===== config.mk =====
export PLATFORM = sky130hd
export DESIGN_NAME = axi_mem_window_bridge_flat
export DESIGN_NICKNAME = d
export VERILOG_FILES = /design/src/rtl/axi_win_pkg.sv /design/src/rtl/axi_mem_window_bridge_if.sv /design/src/rtl/axi_skid_slice.sv /design/src/rtl/axi_mem_window_bridge.sv /design/src/flat_wrapper.sv
export SDC_FILE = /design/constraint.sdc
export NUM_CORES = 1
export LEC_CHECK = 0
export BUFFER_PORTS_ARGS = -buffer_cell sky130_fd_sc_hd__buf_4
export CORE_AREA = 2 2 214 216
export CTS_CLUSTER_DIAMETER = 80
export CTS_CLUSTER_SIZE = 40
export DETAILED_ROUTE_END_ITERATION = 12
export DIE_AREA = 0 0 216 218
export PLACE_DENSITY = 0.53
export SYNTH_ARGS = -nofsm -noshare
export SYNTH_HDL_FRONTEND = slang
export SYNTH_SLANG_ARGS = --single-unit

===== constraint.sdc =====
create_clock -name clock -period 4.5 [get_ports clock]
set_input_delay 0.225 -clock clock [delete_from_list [all_inputs] [get_ports clock]]
set_output_delay 0.225 -clock clock [all_outputs]
set_load 0.05 [all_outputs]

===== src/rtl/axi_win_pkg.sv =====
// Shared field layout, response codes and FSM encodings for the DDR window bridge.
// Channel payloads are packed MSB-first in AXI field order.
package axi_win_pkg;

  localparam logic [1:0] RESP_OKAY   = 2'b00;
  localparam logic [1:0] RESP_DECERR = 2'b11;

  localparam int LEN_W   = 8;
  localparam int SIZE_W  = 3;
  localparam int BURST_W = 2;
  localparam int RESP_W  = 2;

  // Address-channel packing {addr, id, len, size, burst}, LSB offsets
  localparam int AX_LEN_LSB = SIZE_W + BURST_W;
  localparam int AX_ID_LSB  = AX_LEN_LSB + LEN_W;

  function automatic int ax_width(input int addr_w, input int id_w);
    return addr_w + id_w + LEN_W + SIZE_W + BURST_W;
  endfunction

  function automatic int ax_addr_lsb(input int id_w);
    return AX_ID_LSB + id_w;
  endfunction

  function automatic int w_width(input int data_w);
    return data_w + data_w / 8 + 1;
  endfunction

  function automatic int b_width(input int id_w);
    return id_w + RESP_W;
  endfunction

  function automatic int r_width(input int id_w, input int data_w);
    return id_w + data_w + RESP_W + 1;
  endfunction

  // Widths at the default configuration (32-bit address, 64-bit data, 6-bit id)
  localparam int AX_W = ax_width(32, 6);
  localparam int W_W  = w_width(64);
  localparam int B_W  = b_width(6);
  localparam int R_W  = r_width(6, 64);

  typedef enum logic [0:0] {R_IDLE, R_ERR} r_state_e;
  typedef enum logic [1:0] {W_IDLE, W_FWD, W_SINK, W_ERRB} w_state_e;

endpackage


===== src/rtl/axi_mem_window_bridge_if.sv =====
// Five-channel AXI4 bundle with packed payloads; master drives AR/AW/W, slave drives B/R.
interface axi_mem_window_bridge_if
  import axi_win_pkg::*;
#(
  parameter int ADDR_W = 32,
  parameter int DATA_W = 64,
  parameter int ID_W   = 6
);

  logic                                 ar_valid;
  logic [ax_width(ADDR_W, ID_W)-1:0]    ar_bits;
  logic                                 ar_ready;
  logic                                 aw_valid;
  logic [ax_width(ADDR_W, ID_W)-1:0]    aw_bits;
  logic                                 aw_ready;
  logic                                 w_valid;
  logic [w_width(DATA_W)-1:0]           w_bits;
  logic                                 w_ready;
  logic                                 b_valid;
  logic [b_width(ID_W)-1:0]             b_bits;
  logic                                 b_ready;
  logic                                 r_valid;
  logic [r_width(ID_W, DATA_W)-1:0]     r_bits;
  logic                                 r_ready;

  modport master (
    output ar_valid, ar_bits, input  ar_ready,
    output aw_valid, aw_bits, input  aw_ready,
    output w_valid,  w_bits,  input  w_ready,
    input  b_valid,  b_bits,  output b_ready,
    input  r_valid,  r_bits,  output r_ready
  );

  modport slave (
    input  ar_valid, ar_bits, output ar_ready,
    input  aw_valid, aw_bits, output aw_ready,
    input  w_valid,  w_bits,  output w_ready,
    output b_valid,  b_bits,  input  b_ready,
    output r_valid,  r_bits,  input  r_ready
  );

endinterface


===== src/rtl/axi_skid_slice.sv =====
// Two-entry valid/ready register slice: every output comes from a register,
// so input-to-output latency is one cycle and a full slice drops in_ready.
module axi_skid_slice #(
  parameter int WIDTH = 8
) (
  input  logic             clock,
  input  logic             reset_n,
  input  logic             in_valid,
  input  logic [WIDTH-1:0] in_bits,
  output logic             in_ready,
  output logic             out_valid,
  output logic [WIDTH-1:0] out_bits,
  input  logic             out_ready
);

  logic [WIDTH-1:0] slot_p0 [2];
  logic [1:0]       cnt;
  logic             wr_ptr;
  logic             rd_ptr;
  logic             live;
  logic             push;
  logic             pop;

  assign in_ready  = live && (cnt != 2'd2);
  assign out_valid = (cnt != 2'd0);
  assign out_bits  = slot_p0[rd_ptr];
  assign push      = in_valid && in_ready;
  assign pop       = out_valid && out_ready;

  always_ff @(posedge clock or negedge reset_n) begin
    if (!reset_n) begin
      cnt    <= 2'd0;
      wr_ptr <= 1'b0;
      rd_ptr <= 1'b0;
      live   <= 1'b0;
    end else begin
      live <= 1'b1;
      if (push) wr_ptr <= ~wr_ptr;
      if (pop)  rd_ptr <= ~rd_ptr;
      unique case ({push, pop})
        2'b10:   cnt <= cnt + 2'd1;
        2'b01:   cnt <= cnt - 2'd1;
        default: cnt <= cnt;
      endcase
    end
  end

  always_ff @(posedge clock) begin
    if (push) slot_p0[wr_ptr] <= in_bits;
  end

endmodule


===== src/rtl/axi_mem_window_bridge.sv =====
// AXI4 bridge from the Rocket mem port into a PS DDR window: remaps in-window
// addresses, answers out-of-window bursts locally with DECERR in response order.
module axi_mem_window_bridge
  import axi_win_pkg::*;
#(
  parameter int              ADDR_W   = 32,
  parameter int              DATA_W   = 64,
  parameter int              ID_W     = 6,
  parameter int              WIN_BITS = 28,
  parameter logic [ADDR_W-1:0] WIN_BASE = 32'h1000_0000,
  parameter int              MAX_OUT  = 4
) (
  input  logic                    clock,
  input  logic                    reset_n,
  axi_mem_window_bridge_if.slave  s_axi,
  axi_mem_window_bridge_if.master m_axi,
  output logic [15:0]             err_count
);

  localparam int AX_BITS  = ax_width(ADDR_W, ID_W);
  localparam int ADDR_LSB = ax_addr_lsb(ID_W);
  localparam logic [3:0] MAX_OUT_C = 4'(MAX_OUT);

  function automatic logic in_win(input logic [AX_BITS-1:0] ax);
    return ax[AX_BITS-1:ADDR_LSB+WIN_BITS] == '0;
  endfunction

  function automatic logic [AX_BITS-1:0] remap(input logic [AX_BITS-1:0] ax);
    logic [ADDR_W-1:0]  a;
    logic [AX_BITS-1:0] r;
    a = ax[ADDR_LSB +: ADDR_W];
    a[ADDR_W-1:WIN_BITS] = '0;
    r = ax;
    r[ADDR_LSB +: ADDR_W] = WIN_BASE | a;
    return r;
  endfunction

  function automatic logic [15:0] sat_add(input logic [15:0] a, input logic [1:0] n);
    logic [16:0] s;
    s = {1'b0, a} + {15'd0, n};
    return s[16] ? 16'hFFFF : s[15:0];
  endfunction

  logic live;

  always_ff @(posedge clock or negedge reset_n) begin
    if (!reset_n) live <= 1'b0;
    else          live <= 1'b1;
  end

  // ---- Address slices (stage p0) ----
  logic               ar_hd_vld, ar_pop, aw_hd_vld, aw_pop;
  logic [AX_BITS-1:0] ar_hd_p0, aw_hd_p0;

  axi_skid_slice #(.WIDTH(AX_BITS)) u_ar_slice (
    .clock     (clock),
    .reset_n   (reset_n),
    .in_valid  (s_axi.ar_valid),
    .in_bits   (s_axi.ar_bits),
    .in_ready  (s_axi.ar_ready),
    .out_valid (ar_hd_vld),
    .out_bits  (ar_hd_p0),
    .out_ready (ar_pop)
  );

  axi_skid_slice #(.WIDTH(AX_BITS)) u_aw_slice (
    .clock     (clock),
    .reset_n   (reset_n),
    .in_valid  (s_axi.aw_valid),
    .in_bits   (s_axi.aw_bits),
    .in_ready  (s_axi.aw_ready),
    .out_valid (aw_hd_vld),
    .out_bits  (aw_hd_p0),
    .out_ready (aw_pop)
  );

  // ---- Read path ----
  r_state_e         r_state;
  logic [ID_W-1:0]  r_id;
  logic [LEN_W-1:0] r_beats;
  logic [3:0]       rd_out;
  logic             r_err, ar_err_pop, m_ar_hs, m_r_last_hs, s_r_hs, r_done;

  assign r_err      = (r_state == R_ERR);
  assign m_axi.ar_valid = ar_hd_vld && in_win(ar_hd_p0) && (rd_out < MAX_OUT_C) && (r_state == R_IDLE);
  assign m_axi.ar_bits  = remap(ar_hd_p0);
  // An error read may only answer once every forwarded read has returned
  assign ar_err_pop = ar_hd_vld && !in_win(ar_hd_p0) && (rd_out == 4'd0) && (r_state == R_IDLE);
  assign m_ar_hs    = m_axi.ar_valid && m_axi.ar_ready;
  assign ar_pop     = m_ar_hs || ar_err_pop;

  assign m_axi.r_ready = live && !r_err && s_axi.r_ready;
  assign s_axi.r_valid = r_err || (live && m_axi.r_valid);
  assign s_axi.r_bits  = r_err ? {r_id, {DATA_W{1'b0}}, RESP_DECERR, (r_beats == '0)} : m_axi.r_bits;
  assign m_r_last_hs   = m_axi.r_valid && m_axi.r_ready && m_axi.r_bits[0];
  assign s_r_hs        = s_axi.r_valid && s_axi.r_ready;
  assign r_done        = r_err && s_r_hs && (r_beats == '0);

  always_ff @(posedge clock or negedge reset_n) begin
    if (!reset_n) begin
      r_state <= R_IDLE;
      rd_out  <= 4'd0;
    end else begin
      unique case ({m_ar_hs, m_r_last_hs})
        2'b10:   rd_out <= rd_out + 4'd1;
        2'b01:   rd_out <= rd_out - 4'd1;
        default: rd_out <= rd_out;
      endcase
      case (r_state)
        R_IDLE: if (ar_err_pop) begin
          r_id    <= ar_hd_p0[AX_ID_LSB +: ID_W];
          r_beats <= ar_hd_p0[AX_LEN_LSB +: LEN_W];
          r_state <= R_ERR;
        end
        R_ERR: if (s_r_hs) begin
          if (r_beats == '0) r_state <= R_IDLE;
          else               r_beats <= r_beats - 1'b1;
        end
        default: r_state <= R_IDLE;
      endcase
    end
  end

  // ---- Write path ----
  w_state_e        w_state;
  logic [ID_W-1:0] b_id;
  logic [3:0]      wr_out;
  logic            w_fwd, w_sink, b_err, aw_err_pop, m_aw_hs, m_b_hs, s_w_hs, s_b_hs, w_last, w_done;

  assign w_fwd      = (w_state == W_FWD);
  assign w_sink     = (w_state == W_SINK);
  assign m_axi.aw_valid = aw_hd_vld && in_win(aw_hd_p0) && (wr_out < MAX_OUT_C) && (w_state == W_IDLE);
  assign m_axi.aw_bits  = remap(aw_hd_p0);
  assign aw_err_pop = aw_hd_vld && !in_win(aw_hd_p0) && (w_state == W_IDLE);
  assign m_aw_hs    = m_axi.aw_valid && m_axi.aw_ready;
  assign aw_pop     = m_aw_hs || aw_err_pop;

  // W is only connected through while its own AW has already been issued
  assign m_axi.w_valid = w_fwd && s_axi.w_valid;
  assign m_axi.w_bits  = s_axi.w_bits;
  assign s_axi.w_ready = w_sink || (w_fwd && m_axi.w_ready);
  assign s_w_hs        = s_axi.w_valid && s_axi.w_ready;
  assign w_last        = s_axi.w_bits[0];

  assign b_err         = (w_state == W_ERRB) && (wr_out == 4'd0);
  assign s_axi.b_valid = b_err || (live && m_axi.b_valid);
  assign s_axi.b_bits  = b_err ? {b_id, RESP_DECERR} : m_axi.b_bits;
  assign m_axi.b_ready = live && !b_err && s_axi.b_ready;
  assign m_b_hs        = m_axi.b_valid && m_axi.b_ready;
  assign s_b_hs        = s_axi.b_valid && s_axi.b_ready;
  assign w_done        = b_err && s_b_hs;

  always_ff @(posedge clock or negedge reset_n) begin
    if (!reset_n) begin
      w_state <= W_IDLE;
      wr_out  <= 4'd0;
    end else begin
      unique case ({m_aw_hs, m_b_hs})
        2'b10:   wr_out <= wr_out + 4'd1;
        2'b01:   wr_out <= wr_out - 4'd1;
        default: wr_out <= wr_out;
      endcase
      case (w_state)
        W_IDLE:
          if (m_aw_hs) w_state <= W_FWD;
          else if (aw_err_pop) begin
            b_id    <= aw_hd_p0[AX_ID_LSB +: ID_W];
            w_state <= W_SINK;
          end
        W_FWD:  if (s_w_hs && w_last) w_state <= W_IDLE;
        W_SINK: if (s_w_hs && w_last) w_state <= W_ERRB;
        W_ERRB: if (w_done) w_state <= W_IDLE;
        default: w_state <= W_IDLE;
      endcase
    end
  end

  always_ff @(posedge clock or negedge reset_n) begin
    if (!reset_n) err_count <= 16'd0;
    else if (r_done || w_done)
      err_count <= sat_add(err_count, {r_done && w_done, r_done ^ w_done});
  end

endmodule


===== src/flat_wrapper.sv =====
// flat-port wrapper written by rule: the top's interface ports become plain ports
module axi_mem_window_bridge_flat import axi_win_pkg::*;
#(
  parameter int              ADDR_W   = 32,
  parameter int              DATA_W   = 64,
  parameter int              ID_W     = 6,
  parameter int              WIN_BITS = 28,
  parameter logic [ADDR_W-1:0] WIN_BASE = 32'h1000_0000,
  parameter int              MAX_OUT  = 4
)
  (clock, reset_n, err_count, s_axi_ar_valid, s_axi_ar_bits, s_axi_ar_ready, s_axi_aw_valid, s_axi_aw_bits, s_axi_aw_ready, s_axi_w_valid, s_axi_w_bits, s_axi_w_ready, s_axi_b_valid, s_axi_b_bits, s_axi_b_ready, s_axi_r_valid, s_axi_r_bits, s_axi_r_ready, m_axi_ar_valid, m_axi_ar_bits, m_axi_ar_ready, m_axi_aw_valid, m_axi_aw_bits, m_axi_aw_ready, m_axi_w_valid, m_axi_w_bits, m_axi_w_ready, m_axi_b_valid, m_axi_b_bits, m_axi_b_ready, m_axi_r_valid, m_axi_r_bits, m_axi_r_ready);
  axi_mem_window_bridge_if #(.ADDR_W(ADDR_W), .DATA_W(DATA_W), .ID_W(ID_W)) s_axi_i ();
  axi_mem_window_bridge_if #(.ADDR_W(ADDR_W), .DATA_W(DATA_W), .ID_W(ID_W)) m_axi_i ();
  input  logic clock;
  input  logic reset_n;
  output logic [15:0] err_count;
  input wire logic [$bits(s_axi_i.ar_valid)-1:0] s_axi_ar_valid;
  input wire logic [$bits(s_axi_i.ar_bits)-1:0] s_axi_ar_bits;
  output wire logic [$bits(s_axi_i.ar_ready)-1:0] s_axi_ar_ready;
  input wire logic [$bits(s_axi_i.aw_valid)-1:0] s_axi_aw_valid;
  input wire logic [$bits(s_axi_i.aw_bits)-1:0] s_axi_aw_bits;
  output wire logic [$bits(s_axi_i.aw_ready)-1:0] s_axi_aw_ready;
  input wire logic [$bits(s_axi_i.w_valid)-1:0] s_axi_w_valid;
  input wire logic [$bits(s_axi_i.w_bits)-1:0] s_axi_w_bits;
  output wire logic [$bits(s_axi_i.w_ready)-1:0] s_axi_w_ready;
  output wire logic [$bits(s_axi_i.b_valid)-1:0] s_axi_b_valid;
  output wire logic [$bits(s_axi_i.b_bits)-1:0] s_axi_b_bits;
  input wire logic [$bits(s_axi_i.b_ready)-1:0] s_axi_b_ready;
  output wire logic [$bits(s_axi_i.r_valid)-1:0] s_axi_r_valid;
  output wire logic [$bits(s_axi_i.r_bits)-1:0] s_axi_r_bits;
  input wire logic [$bits(s_axi_i.r_ready)-1:0] s_axi_r_ready;
  output wire logic [$bits(m_axi_i.ar_valid)-1:0] m_axi_ar_valid;
  output wire logic [$bits(m_axi_i.ar_bits)-1:0] m_axi_ar_bits;
  input wire logic [$bits(m_axi_i.ar_ready)-1:0] m_axi_ar_ready;
  output wire logic [$bits(m_axi_i.aw_valid)-1:0] m_axi_aw_valid;
  output wire logic [$bits(m_axi_i.aw_bits)-1:0] m_axi_aw_bits;
  input wire logic [$bits(m_axi_i.aw_ready)-1:0] m_axi_aw_ready;
  output wire logic [$bits(m_axi_i.w_valid)-1:0] m_axi_w_valid;
  output wire logic [$bits(m_axi_i.w_bits)-1:0] m_axi_w_bits;
  input wire logic [$bits(m_axi_i.w_ready)-1:0] m_axi_w_ready;
  input wire logic [$bits(m_axi_i.b_valid)-1:0] m_axi_b_valid;
  input wire logic [$bits(m_axi_i.b_bits)-1:0] m_axi_b_bits;
  output wire logic [$bits(m_axi_i.b_ready)-1:0] m_axi_b_ready;
  input wire logic [$bits(m_axi_i.r_valid)-1:0] m_axi_r_valid;
  input wire logic [$bits(m_axi_i.r_bits)-1:0] m_axi_r_bits;
  output wire logic [$bits(m_axi_i.r_ready)-1:0] m_axi_r_ready;
  assign s_axi_i.ar_valid = s_axi_ar_valid;
  assign s_axi_i.ar_bits = s_axi_ar_bits;
  assign s_axi_ar_ready = s_axi_i.ar_ready;
  assign s_axi_i.aw_valid = s_axi_aw_valid;
  assign s_axi_i.aw_bits = s_axi_aw_bits;
  assign s_axi_aw_ready = s_axi_i.aw_ready;
  assign s_axi_i.w_valid = s_axi_w_valid;
  assign s_axi_i.w_bits = s_axi_w_bits;
  assign s_axi_w_ready = s_axi_i.w_ready;
  assign s_axi_b_valid = s_axi_i.b_valid;
  assign s_axi_b_bits = s_axi_i.b_bits;
  assign s_axi_i.b_ready = s_axi_b_ready;
  assign s_axi_r_valid = s_axi_i.r_valid;
  assign s_axi_r_bits = s_axi_i.r_bits;
  assign s_axi_i.r_ready = s_axi_r_ready;
  assign m_axi_ar_valid = m_axi_i.ar_valid;
  assign m_axi_ar_bits = m_axi_i.ar_bits;
  assign m_axi_i.ar_ready = m_axi_ar_ready;
  assign m_axi_aw_valid = m_axi_i.aw_valid;
  assign m_axi_aw_bits = m_axi_i.aw_bits;
  assign m_axi_i.aw_ready = m_axi_aw_ready;
  assign m_axi_w_valid = m_axi_i.w_valid;
  assign m_axi_w_bits = m_axi_i.w_bits;
  assign m_axi_i.w_ready = m_axi_w_ready;
  assign m_axi_i.b_valid = m_axi_b_valid;
  assign m_axi_i.b_bits = m_axi_b_bits;
  assign m_axi_b_ready = m_axi_i.b_ready;
  assign m_axi_i.r_valid = m_axi_r_valid;
  assign m_axi_i.r_bits = m_axi_r_bits;
  assign m_axi_r_ready = m_axi_i.r_ready;
  axi_mem_window_bridge #(.ADDR_W(ADDR_W), .DATA_W(DATA_W), .ID_W(ID_W), .WIN_BITS(WIN_BITS), .WIN_BASE(WIN_BASE), .MAX_OUT(MAX_OUT)) u_core (.clock(clock), .reset_n(reset_n), .s_axi(s_axi_i), .m_axi(m_axi_i), .err_count(err_count));
endmodule

==> impl_metrics.ini <==
[clock_tree]
cts.htree.levels = 1
clockBufferDepth = 3
cts-root-buf = clkbuf_16
cts_sinks = 260
numCtsBuffers = 13
cts_tree = built
clkTransAtPathRegs_ns = 0.13
clk_latency_ns = 0.51

[synth]
yosys-top-cells-area = edfxtp_1, mux2_2, dfrtp_1
synth-seq-area-share = 0.6633
yosys_most_used_dff = edfxtp_1
syn_area_per_cell_sq_um = 14.92
synthDistinctLibCells = 55
netlist_instances = 771
synth_area_sq_um = 11500
synth-async-reset-ratio = 0.1385
synth_top_area_frac = 0.5849
yosys_warnings = 0
synth_area_leader_cell = edfxtp_1
synth-seq-cells = 260
synth_edf_count = 224

[grt]
antenna_found_initial = 1
grt_pass1_wl_mm = 53.33
grt_pass1_vias = 7704
grt-ovfl-total = 0
grt_max_degree = 71
track_usage = 0.1541

[run_status]
status = finished, final reports clean

[setup_path]
end_kind = flop
timing.rr.start = u_core.r_beats[2]
cp_data_required_time_ns = 4.94
worst-r2r-cell-count = 11
worstReg2RegEnd = u_core.err_count[9]
path_max_fanout = 12
reg2reg_slack_ns = 0.88
worstPathArrival_ns = 4.06
critPathKind = flop to flop
critPathLaunchType = flop

[floorplanning]
die_w_um = 216
die_y_um = 218
die-area_sq_um = 47090
core-area_sq_um = 44890
start_util = 0.2562
num_rows = 78
pin_count = 550

[cells_and_area]
fin_cells = 1803
diodes = 0
drive_gt1_frac = 0.4580
syn2layout_area_growth_pct = 40.30
layout.nets = 1482

[detailed_routing]
drc_errors = 0
drt-initial-drc-count = 274
post_drt_via_cell_ratio = 4.187
antenna_left = 0
wl_mm = 38.27
vias = 7550
wire_per_inst_um = 21.23
first_pass_iters = 4

[hold_path]
hold_path.class = input pin to flop
whs_endpoint = u_core.w_state[0]
holdPathStages = 3
hp-start = s_axi_w_bits[0]

[placed_design]
dp_cells = 1678
port_buffers = 397
place.gp.congestion = 0.8852
hpwlAfterDp_mm = 30.13

[timing]
slew_headroom = 0.3953
final.setup.tns_ns = 0
finalClockSkew_ns = 0.04138
min_period_ns = 3.624
setup_viol = 0
report.final.slew_viol_count = 0
max_freq_ghz = 0.2759
hold_violations = 0
rsz0062_at_grt = false
tightest_slew_ns = 0.9071
period_share = 0.8054

[pwr]
ir_drop_v = 0.0003166
p_per_area_nw_per_um2 = 438.8
p_leak_nw = 6.390

[run]
maxCapViolations = 0
kinds of logic after synthesis:
kind of cell / share of synthesized area
xor gates and xnor gates: 0.01980
DFF: 0.6633
and+or+nand+nor: 0.09118
other: 0.0006531
adders and majority gates: 0.02046
buffers and inverters: 0.06833
muxes: 0.1114
AOI/OAI and AO/OA: 0.02492
Yosys cell counts, types with 3 or more instances:
cell / n
xnor2_1: 19
mux2i_1: 4
buf_4: 81
or2_2: 5
a31oi_1: 3
inv_1: 21
dfrtp_1: 36
xor2_1: 7
buf_2: 7
nand2b_1: 4
mux2_1: 3
nor2_1: 30
o21ai_0: 11
clkbuf_1: 12
nand3_1: 4
nor2b_1: 65
ha_1: 14
nor4b_1: 3
fa_1: 3
buf_1: 5
or4_1: 3
nor3_1: 4
nand4_1: 5
a21o_1: 5
and3_1: 6
and2_1: 5
nand2_1: 30
a21oi_1: 15
mux2_2: 106
edfxtp_1: 224
worst max-delay path, cell delays in order, from the launching register on:
cell and delay, ns:
edfxtp_1 0.46, or4_1 0.61, nor4b_2 0.31, and2_1 0.27, ha_1 0.16, ha_1 0.18
inv_1 0.07, fa_1 0.39, nand4bb_1 0.23, or4_4 0.64, nand2_1 0.10, mux2_1 0.13
what timing repair did:
item,4_1_cts,5_1_grt
hold buffers,104,0
hold endpoints to repair,241,0
buffers inserted,0,0
resized for setup,0,0
per-layer routing:
metal | wire [um] | track usage | share of wire
met5 | 172 | 0.02396 | 0.0045
met4 | 440 | 0.02694 | 0.011
met1 | 13240 | 0.1592 | 0.35
met2 | 19180 | 0.2713 | 0.50
met3 | 5239 | 0.08856 | 0.14
registers in the layout, summed over array words and instances (netlist names), 4 cells and up:
signal                     cells
u_core.u_ar_slice.slot_p0    102
u_core.u_aw_slice.slot_p0    102
u_core.err_count              16
u_core.r_beats                 8
u_core.b_id                    6
u_core.r_id                    6
u_core.rd_out                  4
u_core.wr_out                  4
layout make-up:
class,count,area [sq um]
clock buffer,13,325.3
multi-input combinational,392,3131
clock inverter,8,133.9
inverter,21,78.83
tap,600,750.7
timing repair buffer,509,4081
sequential,260,7634
fill,4397,28760
where the power goes:
| group | switching [mW] | leakage [nW] | internal (mW) |
|---|---|---|---|
| Combinational | 1.60 | 3.67 | 0.904 |
| Sequential | 0.168 | 2.50 | 2.96 |
| Clock | 0.849 | 0.217 | 0.594 |
through the flow:
stage          setup WS (ns)  utilization  hold WS [ns]  instance area (sq um)  total power, mW
2_1_floorplan         0.7078            -      -0.07059                  11530            5.012
3_3_place_gp          0.9311       0.3260        0.2480                  14630            5.631
3_5_place_dp          0.8728       0.3260        0.2537                  14630            5.643
4_1_cts               0.8098       0.3594      0.001370                  16130            7.185
5_1_grt               0.6394       0.3594       0.01587                  16130            7.393
6_report              0.8759       0.3594       0.02495                  16130            7.079
placed cells by master, fill, tap and decap left out, types with 4 or more instances in the layout:
master           n
buf_4          405
clkbuf_16       13
a21o_1           5
and2_1           5
xnor2_1         19
dfrtp_1         33
dlygate4sd3_1  104
nor2b_1         65
xor2_1           7
nand2b_1         4
nand3_1          4
nand4_1          5
mux2_2         106
o21ai_0         11
a21oi_1         15
nor2_1          28
ha_1            14
or2_2            5
edfxtp_1       224
inv_1           21
nand2_1         30
mux2i_1          4
and3_1           4
nor3_1           4
conb_1           9
worst max path at each step:
stage / startpoint / slack (ns) / to / cells after the start
4_1_cts: u_core.r_beats[2] / 0.81 / u_core.err_count[9] / 11
5_1_grt: u_core.r_beats[2] / 0.64 / u_core.err_count[13] / 11
3_3_place_gp: u_core.r_beats[2] / 0.93 / u_core.err_count[14] / 11
3_5_place_dp: u_core.r_beats[2] / 0.87 / u_core.err_count[9] / 11
6_report: u_core.r_beats[2] / 0.88 / u_core.err_count[9] / 11
2_1_floorplan: u_core.u_ar_slice.cnt[0] / 0.71 / u_core.u_ar_slice.slot_p0[0][0] / 4
No activity file was read; power rests on OpenSTA's default activity.
